$ cat src/rtl/uart_ir_cmd_bridge_if.sv
// Handshake bundle between UART receiver, command bridge and IR encoder.
// master = bridge side (consumes rx bytes, produces commands).
interface uart_ir_cmd_bridge_if #(
    parameter int CMD_W = 32
);
    logic [7:0]       rx_data;
    logic             rx_ready;
    logic [CMD_W-1:0] cmd;
    logic             cmd_valid;
    logic             cmd_ready;

    modport master (input rx_data, rx_ready, cmd_ready, output cmd, cmd_valid);
    modport slave  (output rx_data, rx_ready, cmd_ready, input cmd, cmd_valid);
endinterface

$ cat src/rtl/uart_ir_cmd_bridge.sv
// UART byte -> IR command bridge: parallel key lookup, show-ahead command FIFO.
// Optional repeat-key support is built when UART_IR_REPEAT_EN is defined.
module uart_ir_cmd_bridge #(
    parameter int                         NUM_KEYS    = 4,
    parameter int                         CMD_W       = 32,
    parameter int                         DEPTH       = 4,
    parameter logic [NUM_KEYS*8-1:0]      KEY_CODES   = {8'h34, 8'h36, 8'h32, 8'h38},
    parameter logic [NUM_KEYS*CMD_W-1:0]  CMD_CODES   = {32'h9A650707, 32'h9D620707,
                                                         32'h9E610707, 32'h9F600707},
    parameter logic [7:0]                 REPEAT_CODE = 8'h2A
) (
    input  logic                     clk,
    input  logic                     rst,
    uart_ir_cmd_bridge_if.master     bus,
    output logic [NUM_KEYS-1:0]      led,
    output logic [$clog2(DEPTH):0]   fifo_level,
    output logic                     overflow,
    output logic [15:0]              miss_cnt
);
    localparam int AW = $clog2(DEPTH);
    localparam int IW = (NUM_KEYS > 1) ? $clog2(NUM_KEYS) : 1;
    localparam logic [AW:0] FULL_LVL = (AW+1)'(DEPTH);

    logic [CMD_W-1:0] mem [DEPTH];
    logic [AW-1:0]    wr_ptr, rd_ptr;
    logic [AW:0]      lvl_n;

    logic             hit_c;
    logic [IW-1:0]    idx_c;
    logic [CMD_W-1:0] cmd_c;

    logic             s1_vld, s1_hit;
    logic [IW-1:0]    s1_idx;
    logic [CMD_W-1:0] s1_cmd;

    logic             pop, full, push_req, wr, miss_ev, rep_ok;
    logic [CMD_W-1:0] push_cmd;

    // Descending scan so the lowest matching index is the last to assign.
    always_comb begin
        hit_c = 1'b0;
        idx_c = '0;
        cmd_c = '0;
        for (int i = NUM_KEYS-1; i >= 0; i--) begin
            if (bus.rx_data == KEY_CODES[8*i +: 8]) begin
                hit_c = 1'b1;
                idx_c = IW'(i);
                cmd_c = CMD_CODES[CMD_W*i +: CMD_W];
            end
        end
    end

`ifdef UART_IR_REPEAT_EN
    logic             s1_rep, have_last;
    logic [CMD_W-1:0] last_cmd;
    assign rep_ok   = s1_rep && have_last;
    assign push_cmd = s1_hit ? s1_cmd : last_cmd;
`else
    logic unused_repeat;
    assign unused_repeat = ^REPEAT_CODE;
    assign rep_ok   = 1'b0;
    assign push_cmd = s1_cmd;
`endif

    assign pop      = bus.cmd_valid && bus.cmd_ready;
    assign full     = (fifo_level == FULL_LVL);
    assign push_req = s1_vld && (s1_hit || rep_ok);
    assign miss_ev  = s1_vld && !s1_hit && !rep_ok;
    // A full FIFO still takes the push when the head leaves on the same edge.
    assign wr       = push_req && (!full || pop);

    always_comb begin
        lvl_n = fifo_level;
        if (wr && !pop)      lvl_n = fifo_level + 1'b1;
        else if (!wr && pop) lvl_n = fifo_level - 1'b1;
    end

    always_ff @(posedge clk) begin
        if (rst) begin
            s1_vld        <= 1'b0;
            s1_hit        <= 1'b0;
            s1_idx        <= '0;
            s1_cmd        <= '0;
            led           <= '0;
            miss_cnt      <= '0;
            overflow      <= 1'b0;
            wr_ptr        <= '0;
            rd_ptr        <= '0;
            fifo_level    <= '0;
            bus.cmd_valid <= 1'b0;
`ifdef UART_IR_REPEAT_EN
            s1_rep        <= 1'b0;
            have_last     <= 1'b0;
            last_cmd      <= '0;
`endif
        end else begin
            s1_vld <= bus.rx_ready;
            s1_hit <= hit_c;
            s1_idx <= idx_c;
            s1_cmd <= cmd_c;
`ifdef UART_IR_REPEAT_EN
            s1_rep <= (bus.rx_data == REPEAT_CODE) && !hit_c;
            if (wr) begin
                have_last <= 1'b1;
                last_cmd  <= push_cmd;
            end
`endif
            if (s1_vld && s1_hit) led <= NUM_KEYS'(1) << s1_idx;
            if (miss_ev) begin
                led <= '0;
                if (miss_cnt != 16'hFFFF) miss_cnt <= miss_cnt + 16'd1;
            end
            if (push_req && !wr) overflow <= 1'b1;
            if (wr)  wr_ptr <= wr_ptr + 1'b1;
            if (pop) rd_ptr <= rd_ptr + 1'b1;
            fifo_level    <= lvl_n;
            bus.cmd_valid <= (lvl_n != '0);
        end
    end

    always_ff @(posedge clk) begin
        if (wr) mem[wr_ptr] <= push_cmd;
    end

    assign bus.cmd = bus.cmd_valid ? mem[rd_ptr] : '0;
endmodule

$ cat src/flat_wrapper.sv
// flat-port wrapper written by rule: the top's interface ports become plain ports
module uart_ir_cmd_bridge_flat 
#(
    parameter int                         NUM_KEYS    = 4,
    parameter int                         CMD_W       = 32,
    parameter int                         DEPTH       = 4,
    parameter logic [NUM_KEYS*8-1:0]      KEY_CODES   = {8'h34, 8'h36, 8'h32, 8'h38},
    parameter logic [NUM_KEYS*CMD_W-1:0]  CMD_CODES   = {32'h9A650707, 32'h9D620707,
                                                         32'h9E610707, 32'h9F600707},
    parameter logic [7:0]                 REPEAT_CODE = 8'h2A
)
  (clk, rst, led, fifo_level, overflow, miss_cnt, bus_rx_data, bus_rx_ready, bus_cmd_ready, bus_cmd, bus_cmd_valid);
  uart_ir_cmd_bridge_if #(.CMD_W(CMD_W)) bus_i ();
  input  logic clk;
  input  logic rst;
  output logic [NUM_KEYS-1:0] led;
  output logic [$clog2(DEPTH):0] fifo_level;
  output logic overflow;
  output logic [15:0] miss_cnt;
  input wire logic [$bits(bus_i.rx_data)-1:0] bus_rx_data;
  input wire logic [$bits(bus_i.rx_ready)-1:0] bus_rx_ready;
  input wire logic [$bits(bus_i.cmd_ready)-1:0] bus_cmd_ready;
  output wire logic [$bits(bus_i.cmd)-1:0] bus_cmd;
  output wire logic [$bits(bus_i.cmd_valid)-1:0] bus_cmd_valid;
  assign bus_i.rx_data = bus_rx_data;
  assign bus_i.rx_ready = bus_rx_ready;
  assign bus_i.cmd_ready = bus_cmd_ready;
  assign bus_cmd = bus_i.cmd;
  assign bus_cmd_valid = bus_i.cmd_valid;
  uart_ir_cmd_bridge #(.NUM_KEYS(NUM_KEYS), .CMD_W(CMD_W), .DEPTH(DEPTH), .KEY_CODES(KEY_CODES), .CMD_CODES(CMD_CODES), .REPEAT_CODE(REPEAT_CODE)) u_core (.clk(clk), .rst(rst), .bus(bus_i), .led(led), .fifo_level(fifo_level), .overflow(overflow), .miss_cnt(miss_cnt));
endmodule
$ cat config.mk
export PLATFORM = sky130hd
export DESIGN_NAME = uart_ir_cmd_bridge_flat
export DESIGN_NICKNAME = d
export VERILOG_FILES = /design/src/rtl/uart_ir_cmd_bridge_if.sv /design/src/rtl/uart_ir_cmd_bridge.sv /design/src/flat_wrapper.sv
export SDC_FILE = /design/constraint.sdc
export NUM_CORES = 1
export LEC_CHECK = 0
export CAP_MARGIN = 20
export CORE_MARGIN = 2
export CORE_UTILIZATION = 45
export CTS_BUF_LIST = sky130_fd_sc_hd__clkbuf_8
export CTS_CLUSTER_SIZE = 8
export DETAILED_ROUTE_END_ITERATION = 8
export GPL_ROUTABILITY_DRIVEN = 1
export PLACE_DENSITY = 0.7
export SYNTH_ARGS = -nofsm -noshare
export SYNTH_HDL_FRONTEND = slang
export SYNTH_SLANG_ARGS = --single-unit
$ cat constraint.sdc
create_clock -name clk -period 2.8 [get_ports clk]
set_input_delay 0.56 -clock clk [delete_from_list [all_inputs] [get_ports clk]]
set_output_delay 0.56 -clock clk [all_outputs]
set_load 0.02 [all_outputs]
==> summary by stage <==
Outcome
The flow ran to the end, and the final reports show no timing, DRC or antenna violations.

Setup path
At the worst endpoint, the required time is 2.24 ns. The worst setup path is launched from a flop. The setup path with the least slack is of type flop to output pin. The critical path goes through buf_4 -> mux4_2 -> and2_1 -> clkdlybuf4s50_1. The critical path capture point type is an output pin. The slowest cell on the critical path is sky130_fd_sc_hd__clkdlybuf4s50_1. Of all nets on the critical path, the largest fanout is 6. The arrival time at the worst endpoint is 2.11 ns. On the worst path, the slowest cell contributes a delay of 0.54 ns. The cell depth of the worst flop-to-flop path is 4.

Logic synthesis
The number of enable-type register cells in the synthesized netlist is 28. The sequential area share after synthesis is 52.2%. The combined area of all synthesized cells is 3140 sq um. The synthesized-area fraction occupied by adder cells is 3.18%.

The top cell type's share of synthesized area is 26.8%. Among all flip-flop cells after synthesis, the most frequent one is sky130_fd_sc_hd__dfxtp_1. The cell count after synthesis is 285. The total number of yosys warnings is 0. The dominant combinational cell family by area after synthesis is simple AND/OR/NAND/NOR gates. In this run, synthesis produced a sequential element count of 68. The largest total area in the synthesized netlist belongs to sky130_fd_sc_hd__edfxtp_1.

Averaged over all synthesized cells, the footprint is 11.0 sq um. Of the total synthesized cell area, the portion taken by AND, OR, NAND and NOR gates is 19.7%. Measured against the total synthesized area, the mux share comes to 6.73%.

After Yosys synthesis, XOR and XNOR cells account for 1.39% of the synthesized area. The fraction of the mapped netlist area in compound gates is 8.36%. The number of distinct library cells after synthesis is 49. The fraction of registers with async set or reset after synthesis is 0%.

Sorting the synthesized cells by area gives the leading types as sky130_fd_sc_hd__edfxtp_1, sky130_fd_sc_hd__dfxtp_1, sky130_fd_sc_hd__buf_4.

Floorplanning
The number of rows in the core area is 30. The floorplan step defined a die boundary enclosing 7670 sq um. The I/O pin total is 69. From left edge to right edge, the die measures 87.6 microns. In this run the vertical extent of the chip is 87.6 microns. The core region is 6790 sq um. The initial standard-cell utilization of the core is 46.3%.

GRT
Global routing used 17.1% of the available tracks. Entering global routing, the biggest net connects 34 pins. The number of global-route vias before repair came to 2052. The leftover overflow at the end of global routing is 0.

The number of antenna violations at the first check in global routing is 0. The first global-routing pass estimated 10.0 mm of wire.

Clock network
The clock reaches the later pin of the worst-skew pair after 0.34 ns. The number of setup buffers added after CTS is 0. The total number of clock tree sinks is 68. Clock tree synthesis inserted a total of 9 buffers. The tree is rooted in a sky130_fd_sc_hd__clkbuf_8. The number of gates resized after CTS is 0.

After clock tree synthesis, the clock-pin slew on the worst setup and hold paths is 0.08 ns. The number of buffers added to fix hold violations after cts is 0. The number of buffers between clock root and the deepest sink is 2. The CTS tree is done. CTS built an H-tree with a depth of 3.

Timing
After layout, the worst path uses 95.4% of the clock period. Setup repair after global routing left no endpoint under its margin. After layout, the minimum clock period comes to 2.67 ns.

The setup slack after layout is 0.130 ns. For the pin with the worst max-slew slack, the measured transition is 0.653 ns. On the final layout, the worst clock skew is 0.00666 ns. The upper clock frequency limit is 0.374 GHz. The setup violation total in the final timing report is 0.

The final hold violation count is 0. Summed over all failing endpoints, the final setup total negative slack is 0 ns. The headroom to the max-slew limit is 56.1%. The number of max-slew violations in the final report is 0.

Placement
Summed over all nets, the half-perimeter wirelength after detailed placement is 4.33 mm. The pre-CTS setup slack is 0.375 ns. Routability-driven placement finished with a final weighted congestion of 0.785.

The total cell area at the placement stage is 3660 sq um. During placement, the flow inserted port buffers numbering 53.

Layout
The number of nets in the final layout is 354. The area overhead of the layout relative to synthesis is 22.9%. The repair_antennas step left the layout with diodes totalling 0.

In the final layout, the share of cells above drive strength 1 is 10.3%. The utilization of the core after routing is 56.8%. Leaving out fill and tap cells, the most frequent cells in the layout are sky130_fd_sc_hd__clkdlybuf4s50_1, sky130_fd_sc_hd__dfxtp_1, sky130_fd_sc_hd__edfxtp_1, sky130_fd_sc_hd__nor2_1, sky130_fd_sc_hd__a21oi_1.

The final instance area is 3860 sq um. The most common cell after layout, fill and taps aside is sky130_fd_sc_hd__clkdlybuf4s50_1.

Route
The mean routed wirelength per cell is 14.1 microns. The count of vias placed by the detailed router is 2233. After detailed routing, the number of vias per cell comes to 5.13.

The residual antenna-violating net count after detailed routing is 0. After the first detailed-routing iteration, the DRC count stood at 155. The first TritonRoute pass finished after 4 iterations. For this block, the routed nets add up to 6.12 mm of wire. The post-detailed-route DRC marker count is 0.

Power
The power density over the cells is 583 nW/um^2. The sum of internal, switching and leakage power is 2.25 mW. VDD sags by at most 0.286 mV. For this design the static power due to leakage is 1.31 nW.

Run
The total of max-cap violations is 0.

Hold path
The depth of the worst hold-timing path is 2. The path class of the tightest hold or removal check is flop to flop.
## cells by family after synthesis
| kind of cell | count (synthesis) |
|---|---|
| buf+inv | 43 |
| xor+xnor | 5 |
| other cells | 1 |
| flops | 68 |
| compound gates | 42 |
| simple gates | 106 |
| fa+ha+maj | 8 |
| mux | 12 |
## critical path: cells and delay by family, from the launching register on
kind	cells	cell delay, ns
simple gates	1	0.17
mux	1	0.52
flops	1	0.35
buf+inv	2	0.73
## stage by stage
step / instances / hold WS [ns]
global placement: 419 / 0.462
finish: 435 / 0.483
detailed placement: 419 / 0.467
CTS: 435 / 0.486
global route: 435 / 0.509
floorplan: 299 / 0.438
## area by class of cell
cell class | instances | area, sq um
multi-input cells | 188 | 1290
clock inverters | 7 | 76.3
fillers | 589 | 2930
well taps | 96 | 120
flip-flops and latches | 68 | 1640
inverters | 8 | 30.0
repair buffers | 59 | 576
clock buffers | 9 | 124
## sequential cells by signal (all words and copies together) (netlist names), 2 cells and up, named ones only
signal and flops:
u_core.fifo_level 3, u_core.led 4, u_core.mem 28, u_core.miss_cnt 16, u_core.push_cmd 6, u_core.rd_ptr 2
u_core.wr_ptr 2
## cell usage after synthesis (all sizes together), types with 4 or more instances
cell type	instances
nor2b	5
inv	8
edfxtp	28
o21ai	6
buf	28
o31ai	5
nand2	9
a21oi	18
nand3	7
nand4	12
nor3	7
dfxtp	40
nor2	18
ha	8
or4	4
and2	16
nand2b	5
clkbuf	7
or3	4
mux4	7
xnor2	4
nor4	5
## final timing paths
path	from	endpoint	slack (ns)
setup reg to reg	u_core.s1_hit	u_core.miss_cnt[14]	0.65
hold / removal	u_core.led[3]	u_core.led[3]	0.48
hold reg to reg	u_core.led[3]	u_core.led[3]	0.48
setup / recovery	flop	bus_cmd[24]	0.13
## metal layers
layer  wire [microns]  GRT usage (%)  part of all wire, %  vias to the layer above
met5                0              0                    0                        -
met4               98           6.29                  1.6                        0
met3              348           4.71                  5.7                       10
met2             2770           25.1                   45                       79
met1             2910           24.3                   47                     1037
li1                 -              -                    -                     1107
## power breakdown
part	internal, mW	switching, mW	total [mW]
clock network	0.415	0.383	0.798
registers	1.05	0.0304	1.08
logic	0.171	0.198	0.369
total	1.64	0.612	2.25
Power figures use the tool's default switching activity.
